`src/rtl/ps2_host_tx.sv`:
```
// Host-to-device PS/2 transmitter: inhibits the bus, sends start/8 data/odd parity/stop,
// checks the device acknowledge and reports done or error in the system clock domain.
module ps2_host_tx #(
    parameter int unsigned INHIBIT_CYCLES = 5760,
    parameter int unsigned REQ_CYCLES     = 96,
    parameter int unsigned TIMEOUT_CYCLES = 768000,
    parameter int unsigned FILTER_LEN     = 8
) (
    input  logic       clk,
    input  logic       reset,
    input  logic       tx_valid,
    input  logic [7:0] tx_data,
    output logic       tx_ready,
    output logic       done,
    output logic       error,
    input  logic       ps2_clk_in,
    input  logic       ps2_data_in,
    output logic       ps2_clk_oe,
    output logic       ps2_data_oe
);

    localparam int unsigned PHASE_MAX = (INHIBIT_CYCLES > REQ_CYCLES) ? INHIBIT_CYCLES : REQ_CYCLES;
    localparam int unsigned PHASE_W   = $clog2(PHASE_MAX + 1);
    localparam int unsigned TO_W      = $clog2(TIMEOUT_CYCLES + 1);
    localparam int unsigned FILT_W    = $clog2(FILTER_LEN + 1);

    typedef enum logic [2:0] {
        S_IDLE,
        S_INHIBIT,
        S_REQ,
        S_START,
        S_SHIFT,
        S_ACK,
        S_WAIT_IDLE
    } state_t;

    logic [1:0]        clk_meta;
    logic [1:0]        data_meta;
    logic [FILT_W-1:0] clk_flt_cnt;
    logic [FILT_W-1:0] data_flt_cnt;
    logic              clk_filt;
    logic              clk_filt_d;
    logic              data_filt;
    logic              fall;

    state_t             state;
    logic [PHASE_W-1:0] phase_cnt;
    logic [TO_W-1:0]    to_cnt;
    logic [3:0]         bit_cnt;
    logic [7:0]         data_q;
    logic               parity_q;
    logic               waiting;
    logic               expired;

    // Synchronize and debounce the clock line; a level change needs FILTER_LEN equal samples
    always_ff @(posedge clk) begin
        if (reset) begin
            clk_meta    <= 2'b11;
            clk_flt_cnt <= '0;
            clk_filt    <= 1'b1;
            clk_filt_d  <= 1'b1;
        end else begin
            clk_meta   <= {clk_meta[0], ps2_clk_in};
            clk_filt_d <= clk_filt;
            if (clk_meta[1] == clk_filt) begin
                clk_flt_cnt <= '0;
            end else if (clk_flt_cnt == FILT_W'(FILTER_LEN - 1)) begin
                clk_filt    <= clk_meta[1];
                clk_flt_cnt <= '0;
            end else begin
                clk_flt_cnt <= clk_flt_cnt + FILT_W'(1);
            end
        end
    end

    // Same conditioning for the data line
    always_ff @(posedge clk) begin
        if (reset) begin
            data_meta    <= 2'b11;
            data_flt_cnt <= '0;
            data_filt    <= 1'b1;
        end else begin
            data_meta <= {data_meta[0], ps2_data_in};
            if (data_meta[1] == data_filt) begin
                data_flt_cnt <= '0;
            end else if (data_flt_cnt == FILT_W'(FILTER_LEN - 1)) begin
                data_filt    <= data_meta[1];
                data_flt_cnt <= '0;
            end else begin
                data_flt_cnt <= data_flt_cnt + FILT_W'(1);
            end
        end
    end

    assign fall    = clk_filt_d & ~clk_filt;
    assign waiting = (state == S_SHIFT) || (state == S_ACK) || (state == S_WAIT_IDLE);
    // Counter would reach TIMEOUT_CYCLES on this cycle without a device edge
    assign expired = waiting && !fall && (to_cnt == TO_W'(TIMEOUT_CYCLES - 1));

    always_ff @(posedge clk) begin
        if (reset) begin
            state       <= S_IDLE;
            tx_ready    <= 1'b1;
            done        <= 1'b0;
            error       <= 1'b0;
            ps2_clk_oe  <= 1'b0;
            ps2_data_oe <= 1'b0;
            phase_cnt   <= '0;
            to_cnt      <= '0;
            bit_cnt     <= '0;
            data_q      <= '0;
            parity_q    <= 1'b0;
        end else begin
            done  <= 1'b0;
            error <= 1'b0;
            if (waiting) begin
                to_cnt <= fall ? '0 : to_cnt + TO_W'(1);
            end

            if (expired) begin
                state       <= S_IDLE;
                tx_ready    <= 1'b1;
                error       <= 1'b1;
                ps2_clk_oe  <= 1'b0;
                ps2_data_oe <= 1'b0;
                to_cnt      <= '0;
            end else begin
                case (state)
                    S_IDLE: begin
                        if (tx_valid) begin
                            data_q     <= tx_data;
                            parity_q   <= ~^tx_data;
                            ps2_clk_oe <= 1'b1;
                            tx_ready   <= 1'b0;
                            phase_cnt  <= '0;
                            state      <= S_INHIBIT;
                        end
                    end
                    S_INHIBIT: begin
                        if (phase_cnt == PHASE_W'(INHIBIT_CYCLES - 1)) begin
                            phase_cnt   <= '0;
                            ps2_data_oe <= 1'b1;
                            state       <= S_REQ;
                        end else begin
                            phase_cnt <= phase_cnt + PHASE_W'(1);
                        end
                    end
                    S_REQ: begin
                        if (phase_cnt == PHASE_W'(REQ_CYCLES - 1)) begin
                            phase_cnt  <= '0;
                            ps2_clk_oe <= 1'b0;
                            state      <= S_START;
                        end else begin
                            phase_cnt <= phase_cnt + PHASE_W'(1);
                        end
                    end
                    S_START: begin
                        bit_cnt <= '0;
                        to_cnt  <= '0;
                        state   <= S_SHIFT;
                    end
                    S_SHIFT: begin
                        // bit_cnt holds the number of device falling edges seen so far
                        if (fall) begin
                            bit_cnt <= bit_cnt + 4'd1;
                            if (bit_cnt < 4'd8) begin
                                ps2_data_oe <= ~data_q[bit_cnt[2:0]];
                            end else if (bit_cnt == 4'd8) begin
                                ps2_data_oe <= ~parity_q;
                            end else begin
                                ps2_data_oe <= 1'b0;
                                state       <= S_ACK;
                            end
                        end
                    end
                    S_ACK: begin
                        if (fall) begin
                            if (!data_filt) begin
                                state <= S_WAIT_IDLE;
                            end else begin
                                error    <= 1'b1;
                                tx_ready <= 1'b1;
                                state    <= S_IDLE;
                            end
                        end
                    end
                    S_WAIT_IDLE: begin
                        if (clk_filt && data_filt) begin
                            done     <= 1'b1;
                            tx_ready <= 1'b1;
                            state    <= S_IDLE;
                        end
                    end
                    default: begin
                        ps2_clk_oe  <= 1'b0;
                        ps2_data_oe <= 1'b0;
                        tx_ready    <= 1'b1;
                        state       <= S_IDLE;
                    end
                endcase
            end
        end
    end

endmodule
```
`config.mk`:
```
export PLATFORM = sky130hd
export DESIGN_NAME = ps2_host_tx
export DESIGN_NICKNAME = d
export VERILOG_FILES = /design/src/rtl/ps2_host_tx.sv
export SDC_FILE = /design/constraint.sdc
export NUM_CORES = 1
export LEC_CHECK = 0
export CAP_MARGIN = 40
export CORE_AREA = 4 4 126 128
export CTS_BUF_LIST = sky130_fd_sc_hd__clkbuf_8
export DETAILED_ROUTE_END_ITERATION = 12
export DIE_AREA = 0 0 130 132
export PLACE_DENSITY_LB_ADDON = 0.1
export SLEW_MARGIN = 10
export SYNTH_ARGS = -nofsm -noshare
export SYNTH_HDL_FRONTEND = slang
export SYNTH_SLANG_ARGS = --single-unit
```
`constraint.sdc`:
```
create_clock -name clk -period 5.7 [get_ports clk]
set_clock_uncertainty 0.2 [all_clocks]
set_input_delay 1.14 -clock clk [delete_from_list [all_inputs] [get_ports clk]]
set_output_delay 1.14 -clock clk [all_outputs]
set_load 0.02 [all_outputs]
```
* Yosys cells after proc, flatten, opt, wreduce, memory -nomap -nowiden
Cells that the tools add are included.
Word-level totals: register bits 69, bits of input ports 13, output and inout port bits 5, logic and storage cells 123
Cells by class: add/subtract/negate cells 5, order comparisons 2, equal/unequal tests 23, multiplexer cells 37, bitwise operators 11, reductions and logical operators 27
Operators with widths (count):
- 13-bit 2-to-1 mux | 3
- 13-bit case mux with 3 select lines | 1
- 3-bit 2-to-1 mux | 9
- 3-bit case mux with 7 select lines | 1
- 20-bit by 1-bit adder with 20-bit output (second input constant) | 1
- 20-bit equality test (second input constant) | 1
- 20-bit 2-to-1 mux | 1
- 1-bit 2-to-1 mux | 16
- 2-bit inequality test (second input constant) | 8
- 3-bit AND reduction | 5
- 13-bit by 1-bit adder with 13-bit output (second input constant) | 1
- 13-bit equality test (second input constant) | 1
- 13-bit by 7-bit equality test with 1-bit output (second input constant) | 1
- 4-bit by 1-bit adder with 4-bit output (second input constant) | 3
- 3-bit OR reduction | 4
- 1-bit NOT | 10
- 5-bit OR reduction | 2
- 3-bit equality test (second input constant) | 3
- 4-bit by 3-bit equality test with 1-bit output (second input constant) | 2
- 4-bit case mux with 2 select lines | 1
- 8-bit AND reduction | 1
- 8-bit XNOR reduction | 1
- 3-bit by 2-bit equality test with 1-bit output (second input constant) | 2
- 1-bit case mux with 3 select lines | 2
- other kinds (20) | 25

* Longest topological paths before layout
word-level depth 7, depth in mapped cells 8, mapped depth without buffers 7

* Worst setup path before layout
No wires, ideal clock.
kind input to register, from input tx_valid, to register phase_cnt[7], library setup time 0.125 ns, data arrival time 2.173 ns, data required time 5.375 ns, slack 3.202 ns, stages 5, path buffers 1, cells stage by stage o31ai_1 > clkbuf_1 > nor3_1 > nand3_1 > nand3_1
On the way: cells in the longest elaborated chain, start to end 2
RTL lines:
- from (decl) | RTL line 11 | input logic tx_valid,
- 2-bit inequality test (no line)
- 3-bit AND reduction (no line)
- to (signal assigned) | RTL line 145 | phase_cnt <= phase_cnt + PHASE_W'(1);
- to (signal assigned) | RTL line 154 | phase_cnt <= phase_cnt + PHASE_W'(1);
- to (decl) | RTL line 47 | logic [PHASE_W-1:0] phase_cnt;
No other way between the ends. A chain may end at the register's enable or synchronous reset.

* Final worst setup path
from register state[2], to register to_cnt[18]
On the way: cells in the longest elaborated chain, start to end 6, elaborated cells between the ends (all ways) 9, those cells by class eq/ne: 4; reduce/logical: 5
RTL lines:
- from (decl) | RTL line 46 | state_t state;
- from (signal assigned) | RTL line 102 | state <= S_IDLE;
- from (signal assigned) | RTL line 121 | state <= S_IDLE;
- from (signal assigned) | RTL line 136 | state <= S_INHIBIT;
- 3-bit equality test | RTL line 96 | assign waiting = (state == S_SHIFT) || (state == S_ACK) || (state == S_WAIT_IDLE);
- 1-bit logical OR (2 in a row) | RTL line 96
- 1-bit logical AND (2 in a row) | RTL line 98 | assign expired = waiting && !fall && (to_cnt == TO_W'(TIMEOUT_CYCLES - 1));
- 3-bit OR reduction (no line)
- to (signal assigned) | RTL line 117 | to_cnt <= fall ? '0 : to_cnt + TO_W'(1);
- to (decl) | RTL line 48 | logic [TO_W-1:0] to_cnt;
Parallel ways exist; a longest one is shown, timed or not.

==> metrics.cfg <==
[run_status]
status=finished clean

[floorplanning]
start_util_pct=22.6
core_area_sq_um=14900
dieArea_sq_um=17200
die_x_um=130
dieHeight_um=132
ios=18
fp-row-count=45

[critical_path]
crit_fanout=20
r2r_start=state[2]$_SDFFE_PP0P_
worst-setup-path-type=register to register
startpoint_type=register
required_ns=5.79
crit_arrival_ns=2.94
rr_endpoint=to_cnt[18]$_SDFFE_PP0N_
r2r_slack_ns=2.85
reg2regPathDepth=4
crit_path_end_kind=register

[route]
dr.pass1.iters=4
drcViolationCount=0
routed_via_density=4.67
postRouteAntennaNets=0
post_drt_wl_per_cell_um=13.4
drt_iter0_markers=184
vias=2917
routed_wl_um=8400

[sta]
final.setup.tns_ns=0
finalSetupViolCount=0
post-route-min-period_ns=2.85
tightest_slew_ns=0.754
hold_slack_ns=0.217
setup_ws_ns=2.85
maxSlewViolCount=0
finalHoldViolCount=0
clock.fmax_ghz=0.351
min_period_over_period_pct=50.0
rsz0062_at_grt=no
relSlewSlack_pct=49.6

[layout]
final_core_util_pct=26.1
nets=452
design_area_sq_um=3880
final_layout_size_suffix_gt1_share_pct=6.64
flow.area_growth_from_synthesis_pct=15.7
final_cells=625
n_antenna_cell=0

[synthesis]
synth-main-ff-cell=dfxtp_1
synth.most_common_cell=dfxtp_1
synth_edf_count=0
ys_seq_area_share_pct=41.2
synth_common_cells=69 x dfxtp_1, 53 x nand2_1, 44 x nor2_1, 39 x a21oi_1, 29 x nand3_1
ys_async_sr_fraction_pct=0
syn-instance-count=418
ys_types=49
synth_top_area_share_pct=41.2
syn_area_sq_um=3350
yosys.area.top_type=dfxtp_1
yosys_warnings=0
ys_top_cells_by_area=dfxtp_1 41%, nand2_1 5.9%, a21oi_1 5.8%
synth_seq_cells=69
syn-num-nets=437
syn_avg_cell_area_sq_um=8.03

[global_route]
grt_pass1_wl_um=14300
global_route.usage.met2_pct=15.7
top_usage_layer=met2
grt_max_degree=34
grt_pass1_vias=2787
track_usage_pct=10.6
grt_antenna_before_repair=0
use_met3_pct=3.12
use_met1_pct=14.2
grt_overflow=0

[pwr]
power.total_mw=1.26
p_leak_nw=1.27
p_per_area_nw_per_um2=324
ir_worst_vdd_mv=0.102

[clock_network]
clk_pin_slew_ns=0.08
post_cts_resized=0
tritoncts=built
ctsLongestPathBuffers=2
cts.hold.buffers_added=0
cts_sinks=69
clock_latency_ns=0.36
post_cts_buffers=0
root_buffer=clkbuf_8
ctsHtreeMaxLevel=3
cts_buffers=9

[placement]
post-place-cells=610
hpwl_um=5700
place.gp.congestion=0.743
post-place-ws_ns=2.67
placed_area_sq_um=3720
numPortBuffers=17

[min_path]
min-delay-start=data_meta[0]$_SDFF_PP1_
holdPathEnd=data_meta[1]$_SDFF_PP1_
whs_path_depth=1
hp-class=register to register

[flow_run]
drv_cap=0

==> cell type report <==
class	count	area [sq um]
repair buffers	21	198
clock inverters	5	21.3
inverters	12	45.0
clock buffers	10	138
well taps	188	235
fillers	1665	11000
multi-input cells	320	1860
flip-flops and latches	69	1380
==> state kept, by name (all words and copies together) (netlist names) <==
name          count
ps2_clk_oe        1
clk_meta          2
phase_cnt        13
data_filt         1
bit_cnt           4
to_cnt           20
data_meta         2
state             3
tx_ready          1
clk_filt_d        1
data_q            8
data_flt_cnt      4
done              1
parity_q          1
ps2_data_oe       1
clk_flt_cnt       4
error             1
clk_filt          1
==> critical path: stages, from the launching register on <==
cell      delay [ns]
dfxtp_1         0.73
a21boi_1        0.71
nand2_1         0.48
or4_1           0.52
a21oi_1         0.14
==> layer usage <==
| metal | vias up | part of all wire [%] |
|---|---|---|
| met1 | 1365 | 50 |
| met3 | 11 | 2.8 |
| met5 | - | 0 |
| met2 | 31 | 46 |
| li1 | 1510 | - |
| met4 | 0 | 2.1 |
==> report_power, final <==
| group | internal, mW | total (mW) | switching [mW] |
|---|---|---|---|
| logic | 0.126 | 0.333 | 0.207 |
| registers | 0.519 | 0.580 | 0.0614 |
| clock network | 0.161 | 0.345 | 0.184 |
==> logic make-up (layout without fill, tap and decap cells) <==
logic type | Yosys count | in the layout | share of synthesized area (%)
buf+inv | 29 | 48 | 3.32
compound gates | 84 | 84 | 15.0
simple gates | 199 | 199 | 29.3
mux | 5 | 5 | 2.24
flops | 69 | 69 | 41.2
xor+xnor | 26 | 26 | 6.79
fa+ha+maj | 6 | 6 | 2.24
==> placed cells by master, fill, tap and decap left out, types with 8 or more instances in the layout <==
| cell type | count |
|---|---|
| clkbuf_8 | 10 |
| nor3_1 | 15 |
| or3_1 | 8 |
| a21oi_1 | 39 |
| nand3_1 | 29 |
| xnor2_1 | 22 |
| o21ai_0 | 16 |
| inv_1 | 15 |
| clkdlybuf4s50_1 | 17 |
| nand2_1 | 53 |
| nor2_1 | 44 |
| dfxtp_1 | 69 |
| a31oi_1 | 8 |
==> how the worst max path moves through the flow <==
stage                                from                         to  cells past startpoint
finish              state[2]$_SDFFE_PP0P_    to_cnt[18]$_SDFFE_PP0N_                      4
global route        state[2]$_SDFFE_PP0P_    to_cnt[18]$_SDFFE_PP0N_                      4
CTS                 state[2]$_SDFFE_PP0P_     to_cnt[4]$_SDFFE_PP0N_                      5
detailed placement               tx_valid     data_q[4]$_SDFFE_PP0P_                      6
global placement                 tx_valid      parity_q$_SDFFE_PP0P_                      5
floorplan                        tx_valid  phase_cnt[7]$_SDFFE_PP0P_                      5
No activity file was read; power rests on OpenSTA's default activity.
